[config.mk]
export PLATFORM = sky130hd
export DESIGN_NAME = cdm16_int_ctrl
export DESIGN_NICKNAME = d
export VERILOG_FILES = /design/src/rtl/cdm16_int_ctrl.sv
export SDC_FILE = /design/constraint.sdc
export NUM_CORES = 1
export LEC_CHECK = 0
export CORE_MARGIN = 4
export CORE_UTILIZATION = 51
export CTS_CLUSTER_SIZE = 16
export DETAILED_ROUTE_END_ITERATION = 10
export PLACE_DENSITY = 0.79
export SYNTH_ARGS = -nofsm -noshare
export SYNTH_HDL_FRONTEND = slang
export SYNTH_SLANG_ARGS = --single-unit
[constraint.sdc]
create_clock -name clk -period 8.2 [get_ports clk]
set_input_delay 1.23 -clock clk [delete_from_list [all_inputs] [get_ports clk]]
set_output_delay 1.23 -clock clk [all_outputs]
set_load 0.02 [all_outputs]
[src/rtl/cdm16_int_ctrl.sv]
// Programmable interrupt controller for the cdm16 core: edge/level capture, masking,
// nested priority selection, vector hand-off on iack and EOI-driven in-service tracking.
module cdm16_int_ctrl #(
  parameter int unsigned N_SRC    = 8,
  parameter logic [5:0]  VEC_BASE = 6'd16
) (
  input  logic             clk,
  input  logic             rst,
  input  logic [N_SRC-1:0] src,
  output logic             irq,
  output logic [5:0]       int_vec,
  input  logic             iack,
  input  logic [2:0]       reg_addr,
  input  logic             reg_wr,
  input  logic [15:0]      reg_wdata,
  output logic [15:0]      reg_rdata
);

  localparam int unsigned IDX_W = 4;

  if (N_SRC < 1 || N_SRC > 16 || (int'(VEC_BASE) + int'(N_SRC) - 1) > 63) begin : g_bad_param
    $error("cdm16_int_ctrl: N_SRC must be 1..16 and VEC_BASE+N_SRC-1 must not exceed 63");
  end

  typedef enum logic [1:0] {
    S_IDLE  = 2'd0,
    S_REQ   = 2'd1,
    S_ACKED = 2'd2
  } state_t;

  state_t             r_state;
  logic [N_SRC-1:0]   r_mask;
  logic [N_SRC-1:0]   r_edge;
  logic [N_SRC-1:0]   r_pending;
  logic [N_SRC-1:0]   r_inserv;
  logic [N_SRC-1:0]   r_src_q;
  logic               r_iack_q;
  logic               r_irq;
  logic [5:0]         r_int_vec;
  logic [IDX_W-1:0]   r_cur_idx;

  logic [N_SRC-1:0]   w_wdata_n;
  logic               w_wr_mask;
  logic               w_wr_edge;
  logic               w_wr_pend;
  logic               w_wr_eoi;
  logic [N_SRC-1:0]   w_ins_low;
  logic [N_SRC-1:0]   w_below;
  logic [N_SRC-1:0]   w_elig;
  logic [N_SRC-1:0]   w_cur_oh;
  logic               w_cur_elig;
  logic               w_any;
  logic [IDX_W-1:0]   w_win_idx;
  logic               w_ack;
  logic [N_SRC-1:0]   w_rise;
  logic [N_SRC-1:0]   w_w1c;
  logic [N_SRC-1:0]   w_ack_clr;
  logic [N_SRC-1:0]   w_pend_edge;
  logic [N_SRC-1:0]   w_pend_next;
  logic [N_SRC-1:0]   w_inserv_next;

  if (N_SRC < 16) begin : g_wdata_hi
    logic w_unused_wdata_hi;
    assign w_unused_wdata_hi = ^reg_wdata[15:N_SRC];
  end

  assign w_wdata_n = reg_wdata[N_SRC-1:0];
  assign w_wr_mask = reg_wr && (reg_addr == 3'd0);
  assign w_wr_edge = reg_wr && (reg_addr == 3'd1);
  assign w_wr_pend = reg_wr && (reg_addr == 3'd2);
  assign w_wr_eoi  = reg_wr && (reg_addr == 3'd4);

  // Isolate lowest in-service bit; minus one yields the "strictly higher priority" window
  // (all ones when nothing is in service).
  assign w_ins_low = r_inserv & (~r_inserv + N_SRC'(1));
  assign w_below   = w_ins_low - N_SRC'(1);
  assign w_elig    = r_pending & r_mask & w_below;

  assign w_cur_oh   = N_SRC'(1) << r_cur_idx;
  assign w_cur_elig = |(w_elig & w_cur_oh);

  // Lowest eligible index wins.
  always_comb begin
    w_any     = 1'b0;
    w_win_idx = '0;
    for (int i = int'(N_SRC) - 1; i >= 0; i--) begin
      if (w_elig[i]) begin
        w_any     = 1'b1;
        w_win_idx = IDX_W'(i);
      end
    end
  end

  assign w_ack     = (r_state == S_REQ) && iack && !r_iack_q;
  assign w_rise    = src & ~r_src_q;
  assign w_w1c     = w_wr_pend ? w_wdata_n : '0;
  assign w_ack_clr = w_ack ? w_cur_oh : '0;

  // A fresh rising edge wins over both W1C and the ack clear.
  assign w_pend_edge   = (r_pending & ~w_w1c & ~w_ack_clr) | w_rise;
  assign w_pend_next   = (r_edge & w_pend_edge) | (~r_edge & src);
  assign w_inserv_next = (r_inserv & ~(w_wr_eoi ? w_ins_low : '0)) | (w_ack ? w_cur_oh : '0);

  always_comb begin
    reg_rdata = '0;
    case (reg_addr)
      3'd0:    reg_rdata = 16'(r_mask);
      3'd1:    reg_rdata = 16'(r_edge);
      3'd2:    reg_rdata = 16'(r_pending);
      3'd3:    reg_rdata = 16'(r_inserv);
      3'd5:    reg_rdata = 16'({r_state, r_irq, r_cur_idx});
      default: reg_rdata = '0;
    endcase
  end

  always_ff @(posedge clk or posedge rst) begin
    if (rst) begin
      r_state   <= S_IDLE;
      r_mask    <= '0;
      r_edge    <= '0;
      r_pending <= '0;
      r_inserv  <= '0;
      r_src_q   <= '0;
      r_iack_q  <= 1'b0;
      r_irq     <= 1'b0;
      r_int_vec <= '0;
      r_cur_idx <= '0;
    end else begin
      r_src_q   <= src;
      r_iack_q  <= iack;
      r_pending <= w_pend_next;
      r_inserv  <= w_inserv_next;
      if (w_wr_mask) r_mask <= w_wdata_n;
      if (w_wr_edge) r_edge <= w_wdata_n;

      case (r_state)
        S_IDLE: begin
          if (w_any) begin
            r_cur_idx <= w_win_idx;
            r_int_vec <= VEC_BASE + 6'(w_win_idx);
            r_irq     <= 1'b1;
            r_state   <= S_REQ;
          end
        end
        S_REQ: begin
          if (w_ack) begin
            r_irq   <= 1'b0;
            r_state <= S_ACKED;
          end else if (w_any && (w_win_idx < r_cur_idx)) begin
            r_cur_idx <= w_win_idx;
            r_int_vec <= VEC_BASE + 6'(w_win_idx);
          end else if (!w_cur_elig) begin
            r_irq   <= 1'b0;
            r_state <= S_IDLE;
          end
        end
        S_ACKED: begin
          if (!iack) r_state <= S_IDLE;
        end
        default: r_state <= S_IDLE;
      endcase
    end
  end

  assign irq     = r_irq;
  assign int_vec = r_int_vec;

endmodule
## Word-level counts from Yosys, hierarchy flattened

Index checks and enable logic that the tools add are counted.

- Add/subtract/negate cells: 3
- $lt $le $gt $ge: 1
- Equality and inequality tests: 13
- Shift operators: 1
- Multiplexer cells: 39
- Bitwise logic cells: 19
- Reductions and logical operators: 15

Operator list:

| cell | number |
|---|---|
| $and 8x8->8 | 10 |
| $not 8->8 | 6 |
| $mux 4 | 10 |
| $pmux 8 s5 | 1 |
| $mux 8 | 3 |
| $or 8x8->8 | 3 |
| $mux 6 | 3 |
| $mux 1 | 12 |
| $pmux 6 s2 | 1 |
| $reduce_and 4->1 | 3 |
| $mux 2 | 5 |
| $add 8x1->8 const B | 1 |
| $pmux 4 s2 | 1 |
| $reduce_or 8->1 | 1 |
| $shl 1x4->8 const A | 1 |
| $sub 8x1->8 const B | 1 |
| $logic_and 1x1->1 | 7 |
| $add 5x4->6 const A | 1 |
| $eq 3x2->1 const B | 2 |
| $eq 3x3->1 const B | 2 |
| $ne 2x2->1 const B | 3 |
| $ne 3x3->1 const B | 2 |
| $pmux 2 s3 | 1 |
| $lt 4x4->1 | 1 |
| 10 further kinds | 10 |

- Flip-flop bits (word level): 54
- Input port bits: 31
- Output and inout bits: 23
- Logic and storage cells: 101

## Longest topological paths before layout

Gate-level depths: netlist (run 1).

- Depth in word-level cells: 18
- Gate-level depth with buffers: 12

## Worst setup path before layout (run 1)

Ideal clock, no wire load.

- Path type: input to output
- From: input port reg_addr[1]
- To: output port reg_rdata[5]
- Arrival time: 2669 ps
- Required time: 6970 ps
- Slack: 4301 ps
- Stages on the path: 4
- Buffers on the path: 2
- Cell sequence: clkbuf_1 > clkbuf_1 > mux2i_1 > o21ai_0

- Longest elaborated chain between the ends: 2
- Elaborated cells on any way between the ends: 6
- Classes of those cells: 4 x eq/ne; 1 x mux; 1 x reduce/logical

RTL lines:

| item | line | RTL |
|---|---|---|
| start: declaration | 13 | `input logic [2:0] reg_addr,` |
| $eq 3x3->1 (tied with other cells) | 106 | `case (reg_addr)` |
| $pmux 8 s5 * | 106 |  |
| end: declaration | 16 | `output logic [15:0] reg_rdata` |

Mark *: on every way between the ends. The rest lies on a longest branch, timed or not.

## Final worst setup path (run 1)

- From: input port reg_addr[2]
- To: output port reg_rdata[2]

The elaborated chain is that of the path after synthesis.

==> results.toml, run 1 <==
[clock_tree]
clock-sinks = 48
root_buffer = "clkbuf_8"
cts_tree = "done"
cts_max_path_buffers = 2
path_clk_slew_ns = 0.09
post_cts_buffers = 0
clk_latency_ns = 0.32
numCtsBuffers = 5
hold_buffers = 0
cts-resized-gates = 0
htreeDepth = 2

[routing]
vias_per_cell = 5.69
drc = 0
wirelength_mm = 5.98
num_vias = 2083
drt-initial-drc-count = 150
wire_per_inst_um = 16.3
antenna_left = 0
dr.pass1.iters = 4

[synthesis]
synth_top_flop_cell = "dfrtp_1"
synth_enable_flop_cells = 0
syn_area_um2 = 2660
syn_inst = 261
ys_warn_count = 0
yosys.area.top_type = "dfrtp_1"
postSynthAreaPerCell_um2 = 10.2
synth-seq-cells = 48
synthArstFlopShare_pct = 100
ys_types = 51
synthTopCellsByArea = "dfrtp_1 (45%), mux2_2 (6.8%), nand2_1 (6.5%), mux2i_1 (4.1%), o21ai_0 (3.0%)"
synth_top_area_share_pct = 45.2
synth.yosys.seq_area_share_pct = 45.2

[worst_setup_path]
critPathMaxFanout = 14
cp_cell_sequence = "clkdlybuf4s50_1 -> nor2b_1 -> nand2_1 -> o21ai_0 -> nand2_1 -> o21ai_0 -> clkdlybuf4s50_1"
crit_required_ns = 6.97
crit_start = "reg_addr[2]"
arrival_ns = 3.58
worst_setup_path_end_kind = "output pin"
max_stage_delay_ns = 0.83
critical_path_class = "in -> out"
cp_slowest_cell = "clkdlybuf4s50_1"
setup.worst_path.start_class = "input port"
rr_startpoint = "r_inserv[1]$_DFF_PP0_"

[sta]
setup_slack_ns = 3.39
clock.fmax_ghz = 0.208
tns_ns = 0
setup_viol = 0
fin_crit_sh_pct = 58.6
skew_ns = 0.00874
slew_viol_final = 0
hold_violations = 0
period_needed_ns = 4.81
worst_slew_pin_slew_ns = 1.10
maxSlewHeadroom_pct = 26.3
rsz0062_at_grt = "false"

[final_layout]
final_nets = 328
nFillCells = 442
antenna_cells = 0
utilization_pct = 62.1
drive_gt1_share_pct = 14.9
syn2layout_area_growth_pct = 18.4

[power_and_ir_drop]
max-vdd-ir-drop_mv = 0.137
powerDensity_nw_per_um2 = 290
p_leak_nw = 1.31
total_power_mw = 0.913

[placed_design]
portBuffers = 35
dpl.hpwl_mm = 4.30
gp_congestion = 0.899
dpl_worst_slack_ns = 3.42

[grt]
grt_max_degree = 49
grt_overflow_total = 0
grt_pass1_vias = 2084
grt_first_pass_wirelength_mm = 9.89
grt_antenna_before_repair = 0
grtUsageTotal_pct = 20.4

[job]
drv_cap = 0

[status]
status = "finished clean"

[hold_path]
hold_class = "reg -> reg"
min_from = "int_vec[4]$_DFFE_PP0P_"

[die]
initial_utilization_pct = 52.4
die_h_um = 80.2
rows = 26
pin_count = 54
coreArea_um2 = 5070
dieArea_um2 = 6430
die_x_um = 80.2
==> area by class of cell <==
class                           count  area [um2]  area share, %
Clock buffer                        5        68.8           2.19
Multi-Input combinational cell    199        1370           43.3
Clock inverter                      3        46.3           1.47
Tap cell                           70        87.6           2.78
Sequential cell                    48        1200           38.1
Timing Repair Buffer               37         365           11.6
Inverter                            4        15.0          0.477
==> cells by family (layout without fill, tap and decap cells) <==
family,after synthesis,count (layout),synth area share (%)
other,1,10,0.141
DFF,48,48,45.2
and+or+nand+nor,94,94,18.2
adders and majority gates,2,2,0.941
buffers and inverters,23,49,4.99
AOI/OAI and AO/OA,60,60,15.4
muxes,33,33,15.2
==> sequential cells by signal (all words and copies together), names as in the netlist <==
register   flops
r_cur_idx      2
r_src_q        8
r_state        2
r_inserv       8
irq            1
int_vec        2
r_iack_q       1
r_pending      8
r_mask         8
r_edge         8
==> worst max-delay path: cells and delay by family <==
kind	cells	cell delay [ns]
compound gates	2	0.21
simple gates	3	0.66
buf+inv	2	1.47
==> synthesized netlist by cell type (4+ instances only) <==
cell type	number
mux2i_1	11
nor3_1	5
nand3b_1	4
nand2_1	46
buf_4	10
a21oi_1	10
a22o_1	8
nor2_1	6
dfrtp_1	48
nand2b_1	6
o21ai_0	16
nor2b_1	6
clkbuf_1	7
nand3_1	5
mux2_2	16
==> metal layers <==
| layer | share of wire, % | vias to the layer above | GRT usage [%] | wire, um |
|---|---|---|---|---|
| met5 | 0 | - | 0 | 0 |
| met4 | 1.8 | 0 | 10.8 | 106 |
| met3 | 6.8 | 8 | 3.59 | 405 |
| met2 | 47 | 74 | 31.5 | 2810 |
| met1 | 44 | 1005 | 27.4 | 2660 |
| li1 | - | 996 | - | - |
==> final timing paths <==
| kind | end | slack (ns) | cells after the start |
|---|---|---|---|
| min reg2reg | int_vec[4]$_DFFE_PP0P_ | 0.47 | 1 |
| max in group asynchronous | r_src_q[6]$_DFF_PP0_ | 6.14 | 2 |
| max | reg_rdata[2] | 3.39 | 7 |
| min | int_vec[4]$_DFFE_PP0P_ | 0.47 | 1 |
| min in group asynchronous | r_edge[3]$_DFFE_PP0P_ | 1.45 | 2 |
| max reg2reg | r_cur_idx[1]$_DFFE_PP0P_ | 4.82 | 11 |
==> cells in the final DEF, fill, tap and decap left out, types with 4 or more instances in the layout <==
master           count
nor2b_1              6
nand3b_1             4
nand3_1              5
a21oi_1             10
dfrtp_1             48
clkdlybuf4s50_1     35
nor3_1               5
o21ai_0             16
mux2_2              16
nand2b_1             6
clkbuf_8             5
conb_1              10
mux2i_1             11
nand2_1             46
nor2_1               6
a22o_1               8
==> through the flow <==
stage / cell area (um2) / cells / hold slack [ns]
floorplan: 2690 / 270 / 0.479
global placement: 3030 / 358 / 0.448
CTS: 3150 / 366 / 0.477
detailed placement: 3030 / 358 / 0.455
global route: 3150 / 366 / 0.509
finish: 3150 / 366 / 0.470
==> power by group <==
| part | internal [mW] | leakage, nW | switching, mW |
|---|---|---|---|
| Clock | 0.0918 | 0.0548 | 0.0844 |
| Combinational | 0.185 | 0.678 | 0.188 |
| Sequential | 0.290 | 0.582 | 0.0741 |
Note: power is estimated with default switching activity, not from simulation.
==> run 2: changes to the inputs <==
==> constraint.sdc (replaced) <==
create_clock -name clk -period 4.93 [get_ports clk]
set_input_delay 0.7395 -clock clk [delete_from_list [all_inputs] [get_ports clk]]
set_output_delay 0.7395 -clock clk [all_outputs]
set_load 0.02 [all_outputs]
==> results.toml, run 2 (synthesized netlist as in run 1, its figures left out) <==
[routing]
vias_per_cell = 5.73
wire_per_inst_um = 16.3
antenna_left = 0
wirelength_mm = 5.96
num_vias = 2097
drt-initial-drc-count = 177
drc = 0
dr.pass1.iters = 4

[grt]
met2_usage_pct = 30.5
grt_overflow_total = 0
grt_max_degree = 49
use_met3_pct = 3.92
top_usage_layer = "met2"
grtUsageTotal_pct = 20.0
met1_usage_pct = 27.8
grt_first_pass_wirelength_mm = 9.95
grt_antenna_before_repair = 0
grt_pass1_vias = 2044

[sta]
tns_ns = 0
maxSlewHeadroom_pct = 23.6
hold_violations = 0
fin_crit_sh_pct = 77.1
period_needed_ns = 3.80
setup_viol = 0
skew_ns = 0.00352
setup_slack_ns = 1.13
slew_viol_final = 0
holdWs_ns = 0.468
rsz0062_at_grt = "false"
clock.fmax_ghz = 0.263
worst_slew_pin_slew_ns = 1.14

[clock_tree]
clk_latency_ns = 0.30
numCtsBuffers = 5
path_clk_slew_ns = 0.08
htreeDepth = 2
root_buffer = "clkbuf_8"
cts_tree = "done"
cts_max_path_buffers = 2
hold_buffers = 0
post_cts_buffers = 0
clock-sinks = 48
cts-resized-gates = 0

[placed_design]
dpl.hpwl_mm = 4.30
place_area_um2 = 3030
portBuffers = 35
dpl_worst_slack_ns = 1.14
gp_congestion = 0.887

[worst_setup_path]
r2r-end = "int_vec[2]$_DFFE_PP0P_"
crit_required_ns = 4.19
critical_path_class = "in -> out"
critPathMaxFanout = 14
arrival_ns = 3.06
rr_startpoint = "r_inserv[1]$_DFF_PP0_"
setup.worst_path.start_class = "input port"
worst_setup_path_end_kind = "output pin"
r2r_cells = 11
r2r_slack_ns = 1.52

[die]
dieArea_um2 = 6430
coreArea_um2 = 5070
die_h_um = 80.2
initial_utilization_pct = 52.4
rows = 26
pin_count = 54
die_x_um = 80.2

[final_layout]
design_area_um2 = 3130
utilization_pct = 61.6
final_nets = 328
syn2layout_area_growth_pct = 17.6
final_cell_mix = "dfrtp_1 (48), nand2_1 (46), clkdlybuf4s50_1 (35)"
drive_gt1_share_pct = 14.9
final_common_cell = "dfrtp_1"
antenna_cells = 0

[power_and_ir_drop]
p_leak_nw = 1.31
max-vdd-ir-drop_mv = 0.276
powerDensity_nw_per_um2 = 469

[hold_path]
min_from = "int_vec[4]$_DFFE_PP0P_"
hold_class = "reg -> reg"
whs_path_depth = 1
min_delay_worst_endpoint = "int_vec[4]$_DFFE_PP0P_"

[status]
status = "finished clean"

[job]
drv_cap = 0
## run 2: cell count changes in the layout (fill, tap and decap cells not counted), sizes merged
cell,before,now
inv,5,4
bufinv,1,0
clkinv,0,2
clkinvlp,1,0
clkbuf,5,6
## run 2: worst max-delay path by stage
stage	start	to	slack (ns)	depth (start not counted)
finish	reg_addr[2]	reg_rdata[4]	1.13	7
global route	reg_addr[1]	reg_rdata[2]	0.97	7
CTS	reg_addr[1]	reg_rdata[6]	1.15	7
detailed placement	reg_addr[1]	reg_rdata[1]	1.14	7
global placement	reg_addr[1]	reg_rdata[2]	1.15	7
floorplan	reg_addr[1]	reg_rdata[5]	2.01	4
## run 2: stage by stage
step | power, mW | std cells
CTS | 1.47 | 366
global placement | 1.21 | 358
detailed placement | 1.23 | 358
finish | 1.47 | 366
floorplan | 1.06 | 270
global route | 1.57 | 366
## run 2: power by group
group	switching [mW]	internal, mW	leakage, nW
Clock	0.129	0.112	0.0510
Sequential	0.125	0.482	0.582
Combinational	0.311	0.308	0.678
## run 2: routing by layer
metal  wire length (um)  share of wire, %
met3                459               7.7
met1               2670                45
met5                  0                 0
met2               2710                45
met4                117               2.0
## run 2: critical path: stages
cell,delay (ns)
clkdlybuf4s50_1,0.83
nor2b_1,0.48
nand2_1,0.10
o21ai_0,0.09
nand2_1,0.06
o21ai_0,0.12
clkdlybuf4s50_1,0.64
## run 2: layout make-up
type	count	area [um2]
clock inverters	2	10.0
clock buffers	6	82.6
inverters	4	15.0
repair buffers	37	365
fillers	445	1950
flip-flops and latches	48	1200
multi-input cells	199	1370
well taps	70	87.6
==> run 3: changes to the inputs <==
==> constraint.sdc (replaced) <==
create_clock -name clk -period 3.9 [get_ports clk]
set_input_delay 0.585 -clock clk [delete_from_list [all_inputs] [get_ports clk]]
set_output_delay 0.585 -clock clk [all_outputs]
set_load 0.02 [all_outputs]
==> results.toml, run 3 (synthesized netlist as in run 1, its figures left out) <==
[status]
status = "finished clean"

[placed_design]
dpl.hpwl_mm = 4.35
gp_congestion = 0.859
place_area_um2 = 3060
placed_cells = 362
portBuffers = 35
dpl_worst_slack_ns = 0.471

[worst_setup_path]
setup.worst_path.start_class = "input port"
critPathBufInv = 3
cp_cell_sequence = "clkdlybuf4s50_1 -> buf_4 -> mux2i_1 -> o21ai_0 -> nand2_1 -> o21ai_0 -> clkdlybuf4s50_1"
crit_start = "reg_addr[1]"
critPathMaxFanout = 10
crit_required_ns = 3.31
rr_startpoint = "r_inserv[1]$_DFF_PP0_"
crit_family = "buffers and inverters"
max_stage_delay_ns = 0.88
worst_setup_path_end_kind = "output pin"
arrival_ns = 2.86
cp_slowest_cell = "clkdlybuf4s50_1"
critical_path_class = "in -> out"

[sta]
holdWs_ns = 0.468
fin_crit_sh_pct = 88.5
skew_ns = 0.00708
clock.fmax_ghz = 0.290
period_needed_ns = 3.45
worst_slew_pin_slew_ns = 0.979
rsz0062_at_grt = "false"
hold_violations = 0
tns_ns = 0
slew_viol_final = 0
maxSlewHeadroom_pct = 34.6
setup_slack_ns = 0.450
setup_viol = 0

[routing]
wl_met1_mm = 2.66
wl_met2_mm = 2.79
num_vias = 2160
route.met3.wl_um = 404
dr.pass1.iters = 5
vias_per_cell = 5.84
drt-initial-drc-count = 220
top_layer = "met4"
wire_per_inst_um = 16.0
antenna_left = 0
drc = 0
wirelength_mm = 5.92

[grt]
grtUsageTotal_pct = 20.4
grt_first_pass_wirelength_mm = 10.3
grt_overflow_total = 0
grt_antenna_before_repair = 0
grt_max_degree = 49
grt_pass1_vias = 2131

[clock_tree]
hold_buffers = 0
post_cts_buffers = 0
cts-resized-gates = 0
clk_latency_ns = 0.29
clock-sinks = 48
htreeDepth = 2
numCtsBuffers = 5
cts_tree = "done"
cts_max_path_buffers = 2
path_clk_slew_ns = 0.09
root_buffer = "clkbuf_8"

[job]
drv_cap = 0

[power_and_ir_drop]
max-vdd-ir-drop_mv = 0.279
p_leak_nw = 1.32
powerDensity_nw_per_um2 = 589

[final_layout]
final_nets = 332
syn2layout_area_growth_pct = 18.5
design_area_um2 = 3150
final_cell_mix = "dfrtp_1 (48), nand2_1 (46), clkdlybuf4s50_1 (35)"
final_cells = 370
antenna_cells = 0
final_common_cell = "dfrtp_1"
drive_gt1_share_pct = 15.3

[die]
coreArea_um2 = 5070
die_h_um = 80.2
rows = 26
initial_utilization_pct = 52.4
pin_count = 54
die_x_um = 80.2
dieArea_um2 = 6430

[hold_path]
hold_class = "reg -> reg"
min_from = "int_vec[4]$_DFFE_PP0P_"
[run 3: per-layer routing]
layer	vias up	track usage [%]
met5	-	0
met3	10	3.03
li1	1003	-
met4	0	6.25
met1	1067	29.9
met2	80	31.2
[run 3: final timing paths]
path                                                  to  slack (ns)  depth (start not counted)
worst max-delay path                        reg_rdata[5]        0.45                          7
worst min-delay path              int_vec[4]$_DFFE_PP0P_        0.47                          1
worst max register to register  r_cur_idx[0]$_DFFE_PP0P_        0.46                         11
min in group asynchronous          r_edge[3]$_DFFE_PP0P_        0.83                          2
worst min register to register    int_vec[4]$_DFFE_PP0P_        0.47                          1
max in group asynchronous          r_edge[6]$_DFFE_PP0P_        2.45                          2
[run 3: where the power goes]
part / internal [mW] / leakage, nW / total [mW] / switching [mW]
Clock: 0.144 / 0.0445 / 0.305 / 0.161
Combinational: 0.390 / 0.698 / 0.785 / 0.394
Sequential: 0.609 / 0.582 / 0.766 / 0.157
[run 3: cell type report]
cell class	count	area, um2
sequential	48	1200
fill	430	1920
inverter	4	15.0
tap	70	87.6
timing repair buffer	41	395
multi-input combinational	199	1360
clock buffer	7	86.3
clock inverter	1	7.51
[run 3: metrics by stage]
step                      power [mW]  util (%)
after floorplan                 1.34         -
after global placement          1.53      60.3
after detailed placement        1.55      60.3
after CTS                       1.86      62.1
after global routing            2.00      62.1
final                           1.86      62.1
==> edit, RTL diff (flow settings as in run 3) <==
`IDX_W`: 4 -> 2.
--- a/src/rtl/cdm16_int_ctrl.sv
+++ b/src/rtl/cdm16_int_ctrl.sv
@@ -16,7 +16,7 @@
   output logic [15:0]      reg_rdata
 );
 
-  localparam int unsigned IDX_W = 4;
+  localparam int unsigned IDX_W = 2;
 
   if (N_SRC < 1 || N_SRC > 16 || (int'(VEC_BASE) + int'(N_SRC) - 1) > 63) begin : g_bad_param
     $error("cdm16_int_ctrl: N_SRC must be 1..16 and VEC_BASE+N_SRC-1 must not exceed 63");
Formal check against the unedited RTL: not equivalent (a bounded check fails within 4 cycles, from zero or initial values and one cycle with rst high).
==> edit against run 3 <==
Sequential cell count down 1; sequential power down 6.0%; cell area shrank 7.3%; critical path depth did not move; clock power rose by 6%; setup slack improved by 0.31 ns; count of clock-buffer cells in the layout unchanged; first-iteration DRC count fell by 50%; highest routed layer unchanged; synthesized area is 7.2% lower; largest power group is now registers; register-to-register slack better by 0.46 ns; routed wire length decreased by 14%; critical endpoint is now reg_rdata[0]; power fell by 14%; die area fell by 6.5%; synthesized cell count shrank 9.6%.
==> edit: results (changes against run 3) <==
{
  "vdd_ir_drop_max": {"value": 0.000280, "unit": "V", "change": "+0.27%"},
  "final_layout_size_suffix_gt1_share": {"value": 15.4, "unit": "%", "change": "+0.051 points"},
  "synth_largest_type_area_fraction": {"value": 47.7, "unit": "%", "change": "+2.5 points"},
  "fin_worst_skew": {"value": 0.00500, "unit": "ns", "change": "-0.00209 ns"},
  "synth.yosys.seq_area_share": {"value": 47.7, "unit": "%", "change": "+2.5 points"},
  "buffer_ports.inserted": {"value": 34, "change": "-2.9%"},
  "place.gp.congestion": {"value": 0.898, "change": "+4.6%"},
  "grt_max_degree": {"value": 48, "change": "-2.0%"},
  "status": "finished clean",
  "drt-wirelength-per-cell": {"value": 15.6, "unit": "µm", "change": "-2.3%"},
  "crit_fanout": {"value": 9, "change": "-1"},
  "detailed_place_hpwl": {"value": 3830, "unit": "µm", "change": "-12%"},
  "synth.cells.most_frequent": "dfrtp_1 (47), nand2_1 (43), mux2_2 (16), o21ai_0 (16), buf_4 (11)",
  "detailedRoute.firstIterationViolations": {"value": 111, "change": "-50%"},
  "power_leakage": {"value": 0.00123, "unit": "µW", "change": "-7.1%"},
  "dr_total_vias": {"value": 1867, "change": "-14%"},
  "firstDrtPassIters": {"value": 4, "change": "-1"},
  "sw_frac_of_total": {"value": 36.1, "unit": "%", "change": "-2.3 points"},
  "gr-total-overflow": {"value": 0, "change": "unchanged"},
  "gr-usage-all-layers": {"value": 18.4, "unit": "%", "change": "-2.0 points"},
  "max-slew-margin-rel": {"value": 36.1, "unit": "%", "change": "+1.5 points"},
  "num-nets-final": {"value": 304, "change": "-8.4%"},
  "synth.area.top_cells": "dfrtp_1 (48%), mux2_2 (7.3%), nand2_1 (6.5%)",
  "tritoncts.num_buffers": {"value": 5, "change": "unchanged"},
  "grt_first_pass_wirelength": {"value": 8860, "unit": "µm", "change": "-14%"},
  "floorplan.initialDensity": {"value": 52.6, "unit": "%", "change": "+0.17 points"},
  "grt_pass1_vias": {"value": 1798, "change": "-16%"},
  "synth_cell_types": {"value": 53, "change": "+3.9%"},
  "layout.filler_cells": {"value": 405, "change": "-5.8%"}
}
==> edit: changes by cell type in the layout (fill, tap and decap cells not counted), sizes merged, moves of 3 or more <==
cell	delta
nor2	+3
o21ai	-3
a22o	-5
nand2b	-4
nand2	-3
==> edit: final cells by class <==
type / count / area (µm²) / share of cell area (%)
Clock inverter: 1 / 7.51 / 0.257
Sequential cell: 47 / 1180 / 40.2
Timing Repair Buffer: 38 / 370 / 12.7
Clock buffer: 7 / 96.3 / 3.30
Multi-Input combinational cell: 175 / 1190 / 40.6
Tap cell: 54 / 67.6 / 2.31
Inverter: 5 / 18.8 / 0.642
==> edit: cell families (layout without fill, tap and decap cells) <==
logic type,Yosys count,count (layout),synth area share (%)
other,1,11,0.152
AND/OR/NAND/NOR,84,84,17.6
AO/OA/AOI/OAI,49,49,13.7
flip-flops,47,47,47.7
adder cells (fa/ha/maj),1,1,0.507
multiplexers,30,30,14.6
buffers and inverters,24,51,5.73
==> edit: worst paths after layout <==
kind	cells after the start	slack, ns	to	startpoint
setup / recovery	7	0.76	reg_rdata[0]	reg_addr[2]
hold / removal	1	0.47	int_vec[4]$_DFFE_PP0P_	int_vec[4]$_DFFE_PP0P_
setup reg to reg	10	0.92	int_vec[1]$_DFFE_PP0P_	r_inserv[1]$_DFF_PP0_
hold reg to reg	1	0.47	int_vec[4]$_DFFE_PP0P_	int_vec[4]$_DFFE_PP0P_
max in group asynchronous	2	2.48	r_inserv[1]$_DFF_PP0_	rst
min in group asynchronous	2	0.82	r_edge[0]$_DFFE_PP0P_	rst
==> edit: power groups by stage <==
stage / clock network (µW) / registers, µW / logic, µW
6_report: 323 / 720 / 562
5_1_grt: 355 / 742 / 627
2_1_floorplan: 0 / 681 / 451
3_5_place_dp: 0 / 729 / 563
4_1_cts: 332 / 720 / 565
3_3_place_gp: 0 / 727 / 551
==> edit: critical path, stage by stage <==
cell and delay [ns]:
clkdlybuf4s50_1 0.63, nor2_1 0.36, nand2_1 0.08, o21ai_0 0.08
nand2_1 0.06, o21ai_0 0.10, clkdlybuf4s50_1 0.65
==> edit: layer usage <==
metal | GRT usage, % | routed length [µm] | up-vias
met5 | 0 | 0 | -
met4 | 3.74 | 46 | 0
met3 | 4.06 | 283 | 6
met2 | 30.1 | 2470 | 53
met1 | 25.4 | 2320 | 907
li1 | - | - | 901
==> edit: stage by stage <==
step | std cells | area, µm² | total power, µW | utilization (%) | setup WS, ns
floorplan | 246 | 2500 | 1130 | - | 1.32
global placement | 319 | 2820 | 1280 | 60.1 | 0.778
detailed placement | 319 | 2820 | 1290 | 60.1 | 0.781
CTS | 327 | 2920 | 1620 | 62.3 | 0.770
global route | 327 | 2920 | 1720 | 62.3 | 0.646
finish | 327 | 2920 | 1600 | 62.3 | 0.763
